## config.mk

```make
export PLATFORM = sky130hd
export DESIGN_NAME = mem_if_chk_lane
export DESIGN_NICKNAME = d
export VERILOG_FILES = /design/src/rtl/mem_if_checker.sv
export SDC_FILE = /design/constraint.sdc
export NUM_CORES = 1
export LEC_CHECK = 0
export CORE_MARGIN = 2
export CORE_UTILIZATION = 56
export CTS_CLUSTER_DIAMETER = 40
export DETAILED_ROUTE_END_ITERATION = 16
export PLACE_DENSITY = 0.95
export SETUP_SLACK_MARGIN = 0.1
export SKIP_LAST_GASP = 1
export SYNTH_ARGS = -nofsm -noshare
export SYNTH_HDL_FRONTEND = slang
export SYNTH_SLANG_ARGS = --single-unit
```

## constraint.sdc

```tcl
create_clock -name clock -period 5.09 [get_ports clock]
set_input_delay 1.018 -clock clock [delete_from_list [all_inputs] [get_ports clock]]
set_output_delay 1.018 -clock clock [all_outputs]
set_load 0.05 [all_outputs]
```

## src/rtl/mem_if_checker.sv

```systemverilog
// mem_if_checker: passive request/grant protocol checker for NCH memory channels.
//   clock, g_resetn    : clock (rising edge), asynchronous active-low reset
//   chk_clear          : synchronous clear of the sticky failure state
//   mem_req/addr/wen/strb/wdata/gnt/err : observed channel signals, channel c in slice c
//   chk_fail, chk_code : sticky failure flag and first-failure code per channel
//   chk_any            : OR of chk_fail
//   txn_count          : saturating count of req&&gnt cycles per channel
// Every output comes straight from a flop (chk_fail/chk_any only OR flop bits).

module mem_if_chk_lane #(
  parameter int ADDR_W  = 64,
  parameter int DATA_W  = 64,
  parameter int STRB_W  = 8,
  parameter int TIMEOUT = 16,
  parameter int CNT_W   = 32
) (
  input  logic              clock,
  input  logic              g_resetn,
  input  logic              chk_clear,
  input  logic              req,
  input  logic [ADDR_W-1:0] addr,
  input  logic              wen,
  input  logic [STRB_W-1:0] strb,
  input  logic [DATA_W-1:0] wdata,
  input  logic              gnt,
  input  logic              err,
  output logic [2:0]        code,
  output logic [CNT_W-1:0]  txn
);

  localparam int WAIT_W = (TIMEOUT < 1) ? 1 : $clog2(TIMEOUT + 1);
  localparam logic [WAIT_W-1:0] WAIT_MAX  = WAIT_W'(TIMEOUT);
  localparam logic [WAIT_W-1:0] WAIT_FIRE = WAIT_W'((TIMEOUT < 1) ? 0 : TIMEOUT - 1);

  typedef struct packed {
    logic [ADDR_W-1:0] addr;
    logic              wen;
    logic [STRB_W-1:0] strb;
    logic [DATA_W-1:0] wdata;
  } pay_t;

  typedef enum logic [2:0] {
    C_NONE       = 3'd0,
    C_REQ_DROP   = 3'd1,
    C_PAY_CHANGE = 3'd2,
    C_TIMEOUT    = 3'd3,
    C_STRB_ZERO  = 3'd4,
    C_ERR_NO_GNT = 3'd5,
    C_GNT_NO_REQ = 3'd6
  } code_e;

  logic              pend_q, pend_d;
  pay_t              snap_q, snap_d;
  logic [WAIT_W-1:0] wait_q, wait_d;
  code_e             code_q, code_d;
  logic [CNT_W-1:0]  txn_q,  txn_d;

  pay_t  cur;
  logic  stall, pay_diff;
  code_e viol;

  always_comb begin
    cur   = '{addr: addr, wen: wen, strb: strb, wdata: wdata};
    stall = req && !gnt;
    // strb/wdata only matter for a write that was captured as a write
    pay_diff = (addr != snap_q.addr) || (wen != snap_q.wen) ||
               (snap_q.wen && ((strb != snap_q.strb) || (wdata != snap_q.wdata)));

    viol = C_NONE;
    if (pend_q && !req)                                 viol = C_REQ_DROP;
    else if (pend_q && req && pay_diff)                 viol = C_PAY_CHANGE;
    else if ((TIMEOUT != 0) && stall && (wait_q == WAIT_FIRE)) viol = C_TIMEOUT;
    else if (req && wen && (strb == '0))                viol = C_STRB_ZERO;
    else if (err && !gnt)                               viol = C_ERR_NO_GNT;
    else if (gnt && !req)                               viol = C_GNT_NO_REQ;

    // first failure sticks; a clear still lets a same-cycle violation load
    code_d = code_q;
    if (chk_clear || (code_q == C_NONE)) code_d = viol;

    wait_d = '0;
    if (stall) wait_d = (wait_q == WAIT_MAX) ? wait_q : wait_q + 1'b1;

    txn_d = txn_q;
    if (req && gnt && (txn_q != '1)) txn_d = txn_q + 1'b1;

    pend_d = stall;
    snap_d = snap_q;
    if (stall && !pend_q) snap_d = cur;
  end

  always_ff @(posedge clock or negedge g_resetn) begin
    if (!g_resetn) begin
      pend_q <= 1'b0;
      snap_q <= '0;
      wait_q <= '0;
      code_q <= C_NONE;
      txn_q  <= '0;
    end else begin
      pend_q <= pend_d;
      snap_q <= snap_d;
      wait_q <= wait_d;
      code_q <= code_d;
      txn_q  <= txn_d;
    end
  end

  assign code = code_q;
  assign txn  = txn_q;

endmodule


```

==> impl_metrics.csv, run 1 <==
group,metric,value,unit
synthesis,yosys-top-cells-area,"dfrtp_1 52%, mux2_2 18%, xnor2_1 9.4%, xor2_1 8.0%, nand4_1 2.4%",
routing,vias_per_cell,5.489,
cts,path_clk_slew,0.06,ns
routing,drt_iter0_drc,297,
cts,tritoncts,"done",
routing,avgRoutedWirePerCell,17.27,um
critical_path,worstPathMaxFanout,73,
cts,cts_max_level,4,
cts,post-cts-setup-buffers,0,
place,portBuffers,177,
cts,ctsHoldBuffers,0,
synthesis,synth_top_cell_area_share,52.11,%
synthesis,syn_nets,813,
power_and_ir_drop,power_leakage,4.514,nW
die,die_area,16270,um2
sta,hold_violations,0,
routing,ant_nets,0,
synthesis,yosys_warnings,0,
die,die_w,127.6,um
finish,n_fill_cell,994,
power_and_ir_drop,finalPower,4.005,mW
die,ios,178,
cts,cts_buffers,17,
grt,grt_first_pass_wirelength,29.73,mm
critical_path,startpoint_type,"primary input",
die,dieHeight,127.6,um
finish,antenna_cells,0,
hold_path,worstHoldStart,"txn[29]$_DFFE_PN0P_",
sta,slew_headroom,42.51,%
cts,cts_resized,0,
routing,num_vias,5752,
grt,grt_pass1_vias,5950,
synthesis,synth_seq_area_share,52.11,%
grt,grt.overflow.total,0,
place,place_congestion,0.8141,
routing,firstDrtPassIters,4,
job,drv_cap,0,
routing,remaining_drc_errors,0,
grt,grt_use_total,23.42,%
synthesis,synth-seq-cells,178,
sta,max_freq,329.7,MHz
power_and_ir_drop,power.density,358.5,nW/um2
synthesis,ys_types,33,
synthesis,yosysTopAreaCell,"dfrtp_1",
synthesis,synth_area,8548,um2
critical_path,worstReg2RegStart,"snap_q[64]$_DFFE_PN0P_",
finish,syn2layout_area_growth,30.69,%
cts,cts_root_buf,"clkbuf_16",
cts,clockBufferDepth,2,
sta,tightest_slew,0.8623,ns
cts,clk_latency,0.42,ns
synthesis,postSynthCellCount,666,
sta,setup_viol,0,
critical_path,crit_start,"req",
power_and_ir_drop,vdd_drop_max,0.3832,mV
synthesis,syn_avg_cell_area,12.84,um2
critical_path,cp_data_required_time,5.39,ns
sta,period_minus_slack,3.033,ns
die,core.rowCount,45,
die,fp.coreArea,15030,um2
place,hpwlAfterDp,12.98,mm
grt,antenna_found_initial,0,
sta,slew_viol_final,0,
sta,skew,0.01026,ns
outcome,status,"completed",
hold_path,hold_path_class,"flip-flop to flip-flop",
critical_path,cp-end-kind,"flip-flop",
routing,totalWireLength,18.10,mm
die,start_util,56.86,%
sta,finalCritPeriodShare,59.59,%
sta,grt_setup_unrepaired,"no",
sta,holdWs,0.4928,ns
critical_path,crit_type,"primary input to flip-flop",
critical_path,crit_arrival,3.33,ns
sta,fin_setup_tns,0,ns
cts,clock-sinks,178,
finish,drive_gt1_share,20.81,%
finish,layout.nets,995,
grt,grt_start_max_net_pins,97,
power breakdown:
group          switching, mW  internal [mW]
sequential             0.182           1.64
clock                  0.524          0.821
combinational          0.363          0.474
total                   1.07           2.93
placed cells by master (no fill, tap or decap), types with 4 or more instances in the layout:
master           netlist  routed
nand2b_1               5       5
clkbuf_8               0       4
nor3_1                13      13
o21ai_0                4       4
xor2_1                78      78
nand2_1               21      21
inv_1                  7       7
nand4_1               33      33
mux2_2               138     138
nor2_1                15      14
nor4_1                21      21
xnor2_1               92      92
nand3_1               10      10
ha_1                   4       4
clkdlybuf4s50_1        0     176
clkbuf_16              0      17
dfrtp_1              178     178
and4_1                 5       5
cell usage after synthesis:
| master | instances |
|---|---|
| dfrtp_1 | 178 |
| mux2_2 | 138 |
| xnor2_1 | 92 |
| xor2_1 | 78 |
| nand4_1 | 33 |
| nand2_1 | 21 |
| nor4_1 | 21 |
| clkbuf_1 | 16 |
| nor2_1 | 15 |
| nor3_1 | 13 |
| nand3_1 | 10 |
| inv_1 | 7 |
| and4_1 | 5 |
| nand2b_1 | 5 |
| ha_1 | 4 |
| o21ai_0 | 4 |
| and2_1 | 3 |
| and3_1 | 3 |
| a21oi_1 | 2 |
| a22oi_1 | 2 |
| a31oi_1 | 2 |
| a32o_1 | 2 |
| or4_1 | 2 |
| a31o_2 | 1 |
| and4_4 | 1 |
| buf_2 | 1 |
| mux2i_1 | 1 |
| nand3_4 | 1 |
| nor3_4 | 1 |
| nor4_4 | 1 |
| nor4b_2 | 1 |
| o211ai_1 | 1 |
| o41ai_1 | 1 |
worst max-delay path, stage by stage:
cell,delay [ns]
clkdlybuf4s50_1,0.60
nand2b_1,0.23
nor2_4,0.61
buf_12,0.42
mux2_2,0.40
cell families after synthesis:
group,after synthesis,share of synthesized area (%)
fa+ha+maj,4,0.5855
buf+inv,24,1.069
flops,178,52.11
xor+xnor,170,17.42
mux,139,18.30
compound gates,15,1.200
simple gates,136,9.324
metal layers:
layer,up-vias,share of wire (%),routed length (um),GRT usage [%]
met5,-,0,0,0
met4,0,2.7,491,9.632
met3,33,4.5,815,5.109
met2,149,51,9152,39.16
met1,2860,42,7639,29.76
li1,2710,-,-,-
area by class of cell:
| class | instances | area [um2] | share of cell area [%] |
|---|---|---|---|
| clock buffers | 22 | 484.2 | 4.334 |
| multi-input cells | 464 | 4010 | 35.89 |
| flip-flops and latches | 178 | 4454 | 39.87 |
| well taps | 188 | 235.2 | 2.105 |
| repair buffers | 180 | 1833 | 16.41 |
| clock inverters | 9 | 128.9 | 1.154 |
| inverters | 7 | 26.28 | 0.2352 |
path summary, 6_finish.rpt:
kind,to,slack [ns],cells after the start
min in group asynchronous,snap_q[79]$_DFFE_PN0P_,0.68,1
max in group asynchronous,snap_q[128]$_DFFE_PN0P_,3.46,2
worst max-delay path,snap_q[44]$_DFFE_PN0P_,2.06,5
worst max register to register,code[0]$_DFFE_PN0P_,2.78,7
worst min-delay path,txn[29]$_DFFE_PN0P_,0.49,1
worst min register to register,txn[29]$_DFFE_PN0P_,0.49,1
flip-flops by register name (all words and copies together) (netlist names):
name	cells
code	3
wait_q	5
txn	32
snap_q	137
pend_q	1
through the flow:
step	instances	utilization (%)	setup slack (ns)	instance area [um2]
finish	1048	74.32	2.057	11170
detailed placement	1017	70.24	1.614	10560
CTS	1048	74.32	2.070	11170
global placement	1017	70.24	1.641	10560
floorplan	666	-	2.562	8548
global route	1048	74.32	1.879	11170
Note: power is estimated with default switching activity, not from simulation.
==> run 2: changes to the inputs <==
Settings changed: CORE_UTILIZATION 56 to 47, PLACE_DENSITY 0.95 to 0.86.
Clock period 5.09 ns to 2.56 ns, I/O delays scaled along.
==> run 2 against run 1 <==
Against the previous run:
- utilization decreased by 11 points
- first-iteration DRC count decreased by 38%
- count of clock-buffer cells in the layout unchanged
- sequential cell count unchanged
- register-to-register slack got worse by 2.4 ns
- die area increased by 19%
- cell count increased by 5.1%
- wire length increased by 1.2%
- combinational power increased by 100%
- critical endpoint is now code[2]$_DFFE_PN0P_
==> impl_metrics.csv, run 2 (synthesized netlist as in run 1, its figures left out) <==
group,metric,value,unit
cts,cts_buffers,17,
cts,clockBufferDepth,2,
place,pre_cts_ws,-0.3622,ns
grt,grt_pass1_vias,6036,
critical_path,worstPathMaxFanout,3,
critical_path,crit_arrival,2.68,ns
finish,largest_reg_flops,137,
grt,grt_use_total,19.75,%
critical_path,crit_type,"primary input to flip-flop",
die,die_w,138.9,um
routing,ant_nets,0,
die,dieHeight,138.9,um
place,dpl.cell_count,1068,
finish,fin_cells,1101,
finish,final_cell_mix,"178 x dfrtp_1, 176 x clkdlybuf4s50_1, 138 x mux2_2",
finish,final_common_cell,"dfrtp_1",
grt,antenna_found_initial,2,
routing,totalWireLength,18.31,mm
finish,top_register,"snap_q",
sta,setup_viol,0,
sta,slew_headroom,63.11,%
critical_path,startpoint_type,"primary input",
critical_path,slowest_stage,"clkdlybuf4s50_1",
die,core.rowCount,49,
routing,drt_iter0_drc,185,
routing,vias_per_cell,5.171,
finish,layout.nets,1005,
critical_path,crit_chain,"clkdlybuf4s50_1 -> xnor2_1 -> nand4_1 -> nor4_1 -> nand3_1 -> o41ai_2 -> a31o_2 -> a32o_1",
critical_path,cp_top_family,"compound AO/OA/AOI/OAI gates",
critical_path,max_stage_delay,0.51,ns
sta,tightest_slew,0.5491,ns
die,start_util,47.75,%
finish,drive_gt1_share,21.70,%
grt,grt.overflow.total,0,
critical_path,cp_data_required_time,2.92,ns
cts,tritoncts,"done",
hold_path,hold_path_class,"primary input to async pin",
cts,cts_root_buf,"clkbuf_16",
cts,post-cts-setup-buffers,0,
sta,finalCritPeriodShare,90.87,%
place,hpwlAfterDp,13.30,mm
cts,path_clk_slew,0.06,ns
sta,grt_setup_unrepaired,"no",
outcome,status,"completed",
routing,num_vias,5693,
place,place_congestion,0.8146,
grt,grt_start_max_net_pins,70,
place,portBuffers,177,
power_and_ir_drop,power.density,707.0,nW/um2
power_and_ir_drop,vdd_drop_max,0.8186,mV
die,ios,178,
sta,finalWorstSetupSlack,0.2338,ns
sta,holdWs,0.01895,ns
finish,syn2layout_area_growth,32.49,%
sta,slew_viol_final,0,
power_and_ir_drop,power_leakage,4.564,nW
sta,max_freq,429.9,MHz
critical_path,cp-end-kind,"flip-flop",
job,drv_cap,0,
routing,firstDrtPassIters,4,
sta,period_minus_slack,2.326,ns
routing,remaining_drc_errors,0,
cts,clk_latency,0.42,ns
die,fp.coreArea,17900,um2
cts,clock-sinks,178,
routing,avgRoutedWirePerCell,16.63,um
grt,grt_first_pass_wirelength,30.35,mm
power_and_ir_drop,finalPower,8.008,mW
die,die_area,19280,um2
cts,cts_max_level,4,
sta,skew,0.005838,ns
sta,hold_violations,0,
critical_path,timing.critical_path.buf_inv,1,
## run 2: cell type report
class	count	area (um2)
diodes	1	2.502
clock buffers	22	454.2
clock inverters	10	157.7
fillers	1389	6576
inverters	7	26.28
multi-input cells	464	4024
flip-flops and latches	178	4454
well taps	229	286.5
repair buffers	190	1921
## run 2: stage by stage
stage	utilization [%]	TNS, ns	instance area [um2]
after global routing	63.27	0	11330
after CTS	63.22	0	11320
after detailed placement	59.76	-1.053	10700
final	63.27	0	11330
after floorplan	-	0	8548
after global placement	59.76	-1.114	10700
## run 2: worst register-to-register path, delay by kind of cell (launching register included)
kind | cells | cell delay, ns
and+or+nand+nor | 5 | 1.50
DFF | 1 | 0.45
xor gates and xnor gates | 1 | 0.16
## run 2: report_power, final
group          switching (mW)  internal [mW]
combinational           0.718          0.954
sequential              0.351           3.26
clock                    1.07           1.66
## run 2: per-layer routing
layer | up-vias | routed length, um | GRT usage [%]
met5 | - | 16 | 0
met1 | 2814 | 7951 | 25.24
li1 | 2733 | - | -
met3 | 20 | 1026 | 5.283
met4 | 2 | 295 | 5.529
met2 | 124 | 9019 | 33.32
## run 2: path summary, 6_finish.rpt
check	start	endpoint	slack, ns	cells after the start
worst max register to register	txn[14]$_DFFE_PN0P_	txn[27]$_DFFE_PN0P_	0.37	6
worst max-delay path	wdata[11]	code[2]$_DFFE_PN0P_	0.23	8
max in group asynchronous	g_resetn	snap_q[23]$_DFFE_PN0P_	1.81	2
min in group clock	txn[29]$_DFFE_PN0P_	txn[29]$_DFFE_PN0P_	0.51	1
worst min-delay path	g_resetn	snap_q[109]$_DFFE_PN0P_	0.02	1
worst min register to register	txn[29]$_DFFE_PN0P_	txn[29]$_DFFE_PN0P_	0.51	1
## run 2: timing repair
item / CTS / global route
resized for setup: 1 / 1
pin swaps: 0 / 0
hold buffers: 0 / 0
setup endpoints to repair: 2 / 2
